File: src/rtl/sh7034_ext_target.sv
`default_nettype none
// sh7034_ext_target: SH7034 external-bus responder for one CS_N area. Each strobe assertion
// becomes one MEM_REQ/MEM_ACK handshake, and WAIT_N stays low until that handshake completes.
module sh7034_ext_target #(
  parameter int CS_IDX  = 0,
  parameter int BUS16   = 1,
  parameter int MEM_AW  = 23,
  parameter int TIMEOUT = 255
) (
  input  logic              CLK,
  input  logic              RST_N,
  input  logic [23:0]       A,
  input  logic [15:0]       BUS_DI,
  output logic [15:0]       BUS_DO,
  input  logic [7:0]        CS_N,
  input  logic              RD_N,
  input  logic              WRH_N,
  input  logic              WRL_N,
  output logic              WAIT_N,
  output logic [MEM_AW-1:0] MEM_A,
  output logic [15:0]       MEM_DO,
  output logic [1:0]        MEM_BE,
  output logic              MEM_WE,
  output logic              MEM_REQ,
  input  logic [15:0]       MEM_DI,
  input  logic              MEM_ACK,
  output logic              ERR
);

  typedef enum logic [1:0] {
    S_IDLE = 2'd0,
    S_REQ  = 2'd1,
    S_HOLD = 2'd2
  } state_t;

  localparam logic [2:0] C_CS      = 3'(CS_IDX);
  localparam logic [7:0] C_TO_LAST = 8'(TIMEOUT - 1);

  state_t              r_state, w_state_nxt;
  logic [7:0]          r_cnt, w_cnt_nxt;
  logic [15:0]         r_bus_do, w_bus_do_nxt;
  logic                r_wait_n, w_wait_n_nxt;
  logic [MEM_AW-1:0]   r_mem_a, w_mem_a_nxt;
  logic [15:0]         r_mem_do, w_mem_do_nxt;
  logic [1:0]          r_mem_be, w_mem_be_nxt;
  logic                r_mem_we, w_mem_we_nxt;
  logic                r_mem_req, w_mem_req_nxt;
  logic                r_err, w_err_nxt;
  logic                r_lane, w_lane_nxt;

  logic                w_stb, w_wr, w_release;
  logic [15:0]         w_rd_data;

  assign w_wr      = ~WRH_N | ~WRL_N;
  assign w_stb     = ~CS_N[C_CS] & (~RD_N | w_wr);
  assign w_release = (RD_N & WRH_N & WRL_N) | CS_N[C_CS];

  // Narrow area is big-endian: even byte address lives on the upper half of the memory word.
  assign w_rd_data = (BUS16 != 0) ? MEM_DI
                   : (r_lane ? {8'h00, MEM_DI[7:0]} : {8'h00, MEM_DI[15:8]});

  always_comb begin
    w_state_nxt   = r_state;
    w_cnt_nxt     = r_cnt;
    w_bus_do_nxt  = r_bus_do;
    w_wait_n_nxt  = r_wait_n;
    w_mem_a_nxt   = r_mem_a;
    w_mem_do_nxt  = r_mem_do;
    w_mem_be_nxt  = r_mem_be;
    w_mem_we_nxt  = r_mem_we;
    w_mem_req_nxt = r_mem_req;
    w_err_nxt     = 1'b0;
    w_lane_nxt    = r_lane;
    case (r_state)
      S_IDLE: begin
        if (w_stb) begin
          w_state_nxt   = S_REQ;
          w_cnt_nxt     = 8'd0;
          w_mem_req_nxt = 1'b1;
          w_wait_n_nxt  = 1'b0;
          w_mem_a_nxt   = A[MEM_AW:1];
          w_mem_we_nxt  = w_wr;
          w_lane_nxt    = A[0];
          if (BUS16 != 0) begin
            w_mem_be_nxt = w_wr ? {~WRH_N, ~WRL_N} : 2'b11;
            w_mem_do_nxt = BUS_DI;
          end else begin
            w_mem_be_nxt = A[0] ? 2'b01 : 2'b10;
            w_mem_do_nxt = {BUS_DI[7:0], BUS_DI[7:0]};
          end
        end
      end
      S_REQ: begin
        w_cnt_nxt = r_cnt + 8'd1;
        // An acknowledge arriving on the timeout cycle still counts as a normal completion.
        if (MEM_ACK) begin
          w_state_nxt   = S_HOLD;
          w_mem_req_nxt = 1'b0;
          w_wait_n_nxt  = 1'b1;
          if (!r_mem_we) w_bus_do_nxt = w_rd_data;
        end else if (r_cnt == C_TO_LAST) begin
          w_state_nxt   = S_HOLD;
          w_mem_req_nxt = 1'b0;
          w_wait_n_nxt  = 1'b1;
          w_err_nxt     = 1'b1;
          if (!r_mem_we) w_bus_do_nxt = 16'hFFFF;
        end
      end
      S_HOLD: begin
        if (w_release) w_state_nxt = S_IDLE;
      end
      default: w_state_nxt = S_IDLE;
    endcase
  end

  always_ff @(posedge CLK or negedge RST_N) begin
    if (!RST_N) begin
      r_state   <= S_IDLE;
      r_cnt     <= 8'd0;
      r_bus_do  <= 16'h0000;
      r_wait_n  <= 1'b1;
      r_mem_a   <= '0;
      r_mem_do  <= 16'h0000;
      r_mem_be  <= 2'b00;
      r_mem_we  <= 1'b0;
      r_mem_req <= 1'b0;
      r_err     <= 1'b0;
      r_lane    <= 1'b0;
    end else begin
      r_state   <= w_state_nxt;
      r_cnt     <= w_cnt_nxt;
      r_bus_do  <= w_bus_do_nxt;
      r_wait_n  <= w_wait_n_nxt;
      r_mem_a   <= w_mem_a_nxt;
      r_mem_do  <= w_mem_do_nxt;
      r_mem_be  <= w_mem_be_nxt;
      r_mem_we  <= w_mem_we_nxt;
      r_mem_req <= w_mem_req_nxt;
      r_err     <= w_err_nxt;
      r_lane    <= w_lane_nxt;
    end
  end

  assign BUS_DO  = r_bus_do;
  assign WAIT_N  = r_wait_n;
  assign MEM_A   = r_mem_a;
  assign MEM_DO  = r_mem_do;
  assign MEM_BE  = r_mem_be;
  assign MEM_WE  = r_mem_we;
  assign MEM_REQ = r_mem_req;
  assign ERR     = r_err;

endmodule
`default_nettype wire

File: config.mk
export PLATFORM = sky130hd
export DESIGN_NAME = sh7034_ext_target
export DESIGN_NICKNAME = d
export VERILOG_FILES = /design/src/rtl/sh7034_ext_target.sv
export SDC_FILE = /design/constraint.sdc
export NUM_CORES = 1
export LEC_CHECK = 0
export ABC_AREA = 0
export CORE_MARGIN = 2
export CORE_UTILIZATION = 42
export CTS_BUF_LIST = sky130_fd_sc_hd__clkbuf_8 sky130_fd_sc_hd__clkbuf_16
export CTS_CLUSTER_DIAMETER = 40
export DETAILED_ROUTE_END_ITERATION = 10
export MAX_ROUTING_LAYER = met4
export PLACE_DENSITY = 0.8
export SLEW_MARGIN = 20
export SYNTH_ARGS = -nofsm -noshare
export SYNTH_HDL_FRONTEND = slang
export SYNTH_SLANG_ARGS = --single-unit
File: constraint.sdc
create_clock -name CLK -period 1.87 [get_ports CLK]
set_clock_uncertainty 0.2 [all_clocks]
set_input_delay 0.561 -clock CLK [delete_from_list [all_inputs] [get_ports CLK]]
set_output_delay 0.561 -clock CLK [all_outputs]
set_load 0.005 [all_outputs]
# After elaboration in Yosys (flattened, before gate mapping)
# Cells that the tools add are included.
dict set report totals {
  input_bits 70
  elab_cells 59
  regBits 71
  out_inout_bits 61
}
dict set report op_classes {
  n_reduce_logical 8
  eq_ne 6
  n_bitwise 11
  mux 23
  n_addsub 1
}
# operator count
set op_table {}
lappend op_table {{$mux 16} 4}
lappend op_table {{$pmux 8 s2} 1}
lappend op_table {{$mux 2} 5}
lappend op_table {{$mux 1} 9}
lappend op_table {{$reduce_and 3->1} 3}
lappend op_table {{$add 8x1->8 const B} 1}
lappend op_table {{$eq 8x8->1 const B} 1}
lappend op_table {{$mux 8} 1}
lappend op_table {{$pmux 2 s3} 1}
lappend op_table {{$not 1->1} 5}
lappend op_table {{$ne 2x2->1 const B} 2}
lappend op_table {{$pmux 1 s2} 2}
lappend op_table {{$reduce_and 2->1} 2}
lappend op_table {{$reduce_bool 2->1} 2}
lappend op_table {{$and 1x1->1} 3}
lappend op_table {{$ne 3x3->1 const B} 1}
lappend op_table {{$or 1x1->1} 3}
lappend op_table {{$eq 2x1->1 const B} 1}
lappend op_table {{$eq 2x2->1 const B} 1}
lappend op_table {{$logic_not 2->1} 1}

# Depth between registers and ports, before layout
dict set report logic_depth {
  depth_word 6
  ltp_mapped 6
  depth_no_buf 5
}

# Worst setup path before layout
# Ideal clock, no wire load.
dict set report synth_path {
  path_kind {in2reg}
  startpoint {input RD_N}
  endpoint {register r_mem_a[0] (netlist: MEM_A[0])}
  setup_ns 0.127
  arrival_time_ns 1.576
  stages 5
  slack_ns -0.034
  path_buffers 2
  t_required_ns 1.543
  path_cell_list {a31o_2 -> nor3_4 -> buf_6 -> buf_6 -> mux2_1}
}
dict set report synth_between {
  elab_chain_cells 4
}
# item line_no
set synth_rtl {}
lappend synth_rtl {{from (decl)} 16} ;# input logic RD_N,
lappend synth_rtl {{$not 1->1} 55} ;# assign w_stb = ~CS_N[C_CS] & (~RD_N | w_wr);
lappend synth_rtl {{$or 1x1->1} 55}
lappend synth_rtl {{$and 1x1->1} 55}
lappend synth_rtl {{$reduce_and 2->1 (no source line)} n/a}
lappend synth_rtl {{to (signal assigned)} 134} ;# r_mem_a <= w_mem_a_nxt;
lappend synth_rtl {{to (decl)} 43} ;# logic [MEM_AW-1:0] r_mem_a, w_mem_a_nxt;
# No other way between the ends.
# A chain may end at the register's enable or synchronous reset.

# Worst setup path in the final report
dict set report layout_path {
  startpoint {input WRH_N}
  endpoint {register r_mem_a[3] (netlist: MEM_A[3])}
}
dict set report layout_between {
  elab_chain_cells 5
}
# item line_no
set layout_rtl {}
lappend layout_rtl {{from (decl)} 17} ;# input logic WRH_N,
lappend layout_rtl {{$not 1->1} 54} ;# assign w_wr = ~WRH_N | ~WRL_N;
lappend layout_rtl {{$or 1x1->1} 54}
lappend layout_rtl {{$or 1x1->1} 55}
lappend layout_rtl {{$and 1x1->1} 55}
lappend layout_rtl {{$reduce_and 2->1 (no source line)} n/a}
# No other way between the ends.

==> run metrics <==
critical path startpoint category=input pin; Final Critical Period=1830 ps; worst skew pair latency=340 ps; Placer Congestion=0.843; Total Wirelength=7520 um; most frequent cells in the layout=68 x dfrtp_1, 60 x dlygate4sd2_1, 56 x clkdlybuf4s50_1; Syn Inst Count=229; Synth Register Bits=71; status=complete, no violations; unrepaired setup endpoints after global routing=true; CTS tree=done; largest net degree at the start of global routing=72; I/O pin count=131; global-route total usage across every layer=0.208; Slew HR=0.704; first-pass GRT wire length=11,700 um; Final Setup Violations=0; Net count, final=462; clock buffer count from CTS=9; PnR Total Power=6.90 mW; warnings from Yosys=0; Max Cap Violations=0; synth unique cells=33; number of remaining DRC errors=0; total number of vias=2,417; Leak=2.22 nW; clock sink count=71; Die H=87.8 um; most common cell after layout, fill and taps aside=dfrtp_1; Initial Utilization=0.434; CP endpoint kind=flip-flop; hold_buf cts=0; share of cells above drive strength 1=0.256; chip width=87.8 um; Hold Crit Class=in2async; Worst IR Drop VDD=0.773 mV; Pwr Density=1430 mW/mm2; Slowest Stage Delay on Critical Path=320 ps; Hold WS=20.7 ps; Crit Path Max Fanout=5; register area share after synthesis=0.603; DRT Pass-1 Iters=4; Synth-to-Final Area Change=63.4%; H-tree lvl count=3; DR WL/cell=15.3 um; Worst-Margin Slew=443 ps; number of global-route vias before repair=2,485; clk buf depth=2; Arr. time, crit path=1850 ps; hpwl dp=4590 um; f_max=547 MHz; Fin Setup TNS=0 ps; Mapped Area=0.00295 mm2; clock slew at reported path FFs=70 ps; die area=0.00770 mm2; root buffer cell=clkbuf_8; Port Buffer Count=122; initial antenna violation count=0; Overflow after GRT=0; Hold Fails Final Rpt=0; syn nets=301; core area=0.00679 mm2; # rows=30; DRT antenna net count=0; Slew Limit Fails=0; final period utilization=0.977; Setup Crit Path Kind=in2reg; Iteration-0 DRC Markers=120; crit path max-delay cell type=mux2_1; crit-path cells=buf_2 > a31o_4 > nor3_4 > buf_6 > buf_4 > buf_12 > buf_16 > mux2_1; Critical Path RT=1890 ps; n_diodes=0; Vias/cell=4.92; syn_area_per_cell=12.9 um2
[where the power goes]
group / internal [mW] / leakage, nW / switching, mW / total, mW
clock: 0.732 / 0.117 / 0.554 / 1.29
sequential: 2.21 / 0.872 / 0.389 / 2.60
combinational: 1.91 / 1.24 / 1.10 / 3.01
total: 4.86 / 2.22 / 2.04 / 6.90
[what timing repair did]
action,in CTS,in global routing
setup buffers,20,0
resized for setup,92,6
endpoints found under the setup margin,103,31
gates cloned,5,0
pin swaps,2,1
[cell usage after synthesis]
cell       instances  share of area
a21o_1             2         0.0051
a21oi_1           18          0.031
a21oi_2            1         0.0030
a31o_2             1         0.0030
a31oi_1            3         0.0064
a41oi_1            1         0.0030
and3_1             2         0.0042
and4_1             1         0.0030
buf_2              2         0.0034
buf_4              5          0.013
buf_6              3          0.011
dfrtp_1           70           0.59
dfstp_2            1         0.0089
ha_1               2         0.0085
inv_1             21          0.027
mux2_1            14          0.053
mux2_2            28           0.11
nand2_1            7         0.0089
nand2b_1           3         0.0064
nand3_1            4         0.0068
nand4bb_1          1         0.0038
nor2_1             2         0.0025
nor2b_1            3         0.0064
nor3_1             1         0.0017
nor3_4             1         0.0055
nor3b_4            1         0.0064
o211ai_1           3         0.0076
o21ai_0            5         0.0085
o22a_1             1         0.0030
o22ai_1           18          0.038
o2bb2ai_1          1         0.0030
or3_1              2         0.0042
or4_1              1         0.0025
[per-layer routing]
metal  global-route usage  up-vias  part of all wire
met4               0.0979        0             0.022
li1                     -     1146                 -
met2                0.328       99              0.47
met3               0.0509       14             0.073
met1                0.253     1158              0.43
met5                    -        -                 0
[cell type report]
class,instances,area (um2)
fillers,512,1980
flip-flops and latches,71,1780
repair buffers,160,1570
multi-input cells,127,1070
clock buffers,9,124
well taps,96,120
clock inverters,7,81.3
inverters,21,78.8
[cells by family (layout without fill, tap and decap cells)]
family	count (synthesis)	in the layout	synth area share
flops	71	71	0.603
buf+inv	31	197	0.0543
simple gates	29	29	0.0624
fa+ha+maj	2	2	0.00849
compound gates	54	54	0.111
mux	42	42	0.160
[worst paths after layout]
kind / end / start / depth (start not counted) / slack (ps)
max in group asynchronous: WAIT_N / RST_N / 2 / 1080
min in group CLK: MEM_DO[6] / MEM_DO[6] / 1 / 280
hold reg to reg: MEM_DO[6] / MEM_DO[6] / 1 / 280
setup / recovery: MEM_A[3] / WRH_N / 8 / 40
hold / removal: MEM_A[2] / RST_N / 2 / 20
setup reg to reg: MEM_A[3] / r_state[0] / 6 / 80
[sequential cells by signal, summed over array words and instances, names as in the netlist]
| name | flops |
|---|---|
| ERR | 1 |
| MEM_REQ | 1 |
| WAIT_N | 1 |
| MEM_DO | 16 |
| MEM_WE | 1 |
| BUS_DO | 16 |
| MEM_BE | 2 |
| r_cnt | 8 |
| MEM_A | 23 |
| r_state | 2 |
[stage by stage]
| step | instance area [um2] | instances | worst slack, ps | utilization |
|---|---|---|---|---|
| 2_1_floorplan | 2960 | 229 | -8.23 | - |
| 3_3_place_gp | 4350 | 451 | -512 | 0.641 |
| 3_5_place_dp | 4350 | 451 | -544 | 0.641 |
| 4_1_cts | 4810 | 492 | 1.96 | 0.708 |
| 5_1_grt | 4820 | 491 | -12.3 | 0.709 |
| 6_report | 4820 | 491 | 42.7 | 0.709 |
[worst max-delay path, delay by kind of cell]
family / cells / cell delay [ps]
buf+inv: 5 / 570
mux: 1 / 320
compound gates: 1 / 240
simple gates: 1 / 150
Note: power is estimated with default switching activity, not from simulation.
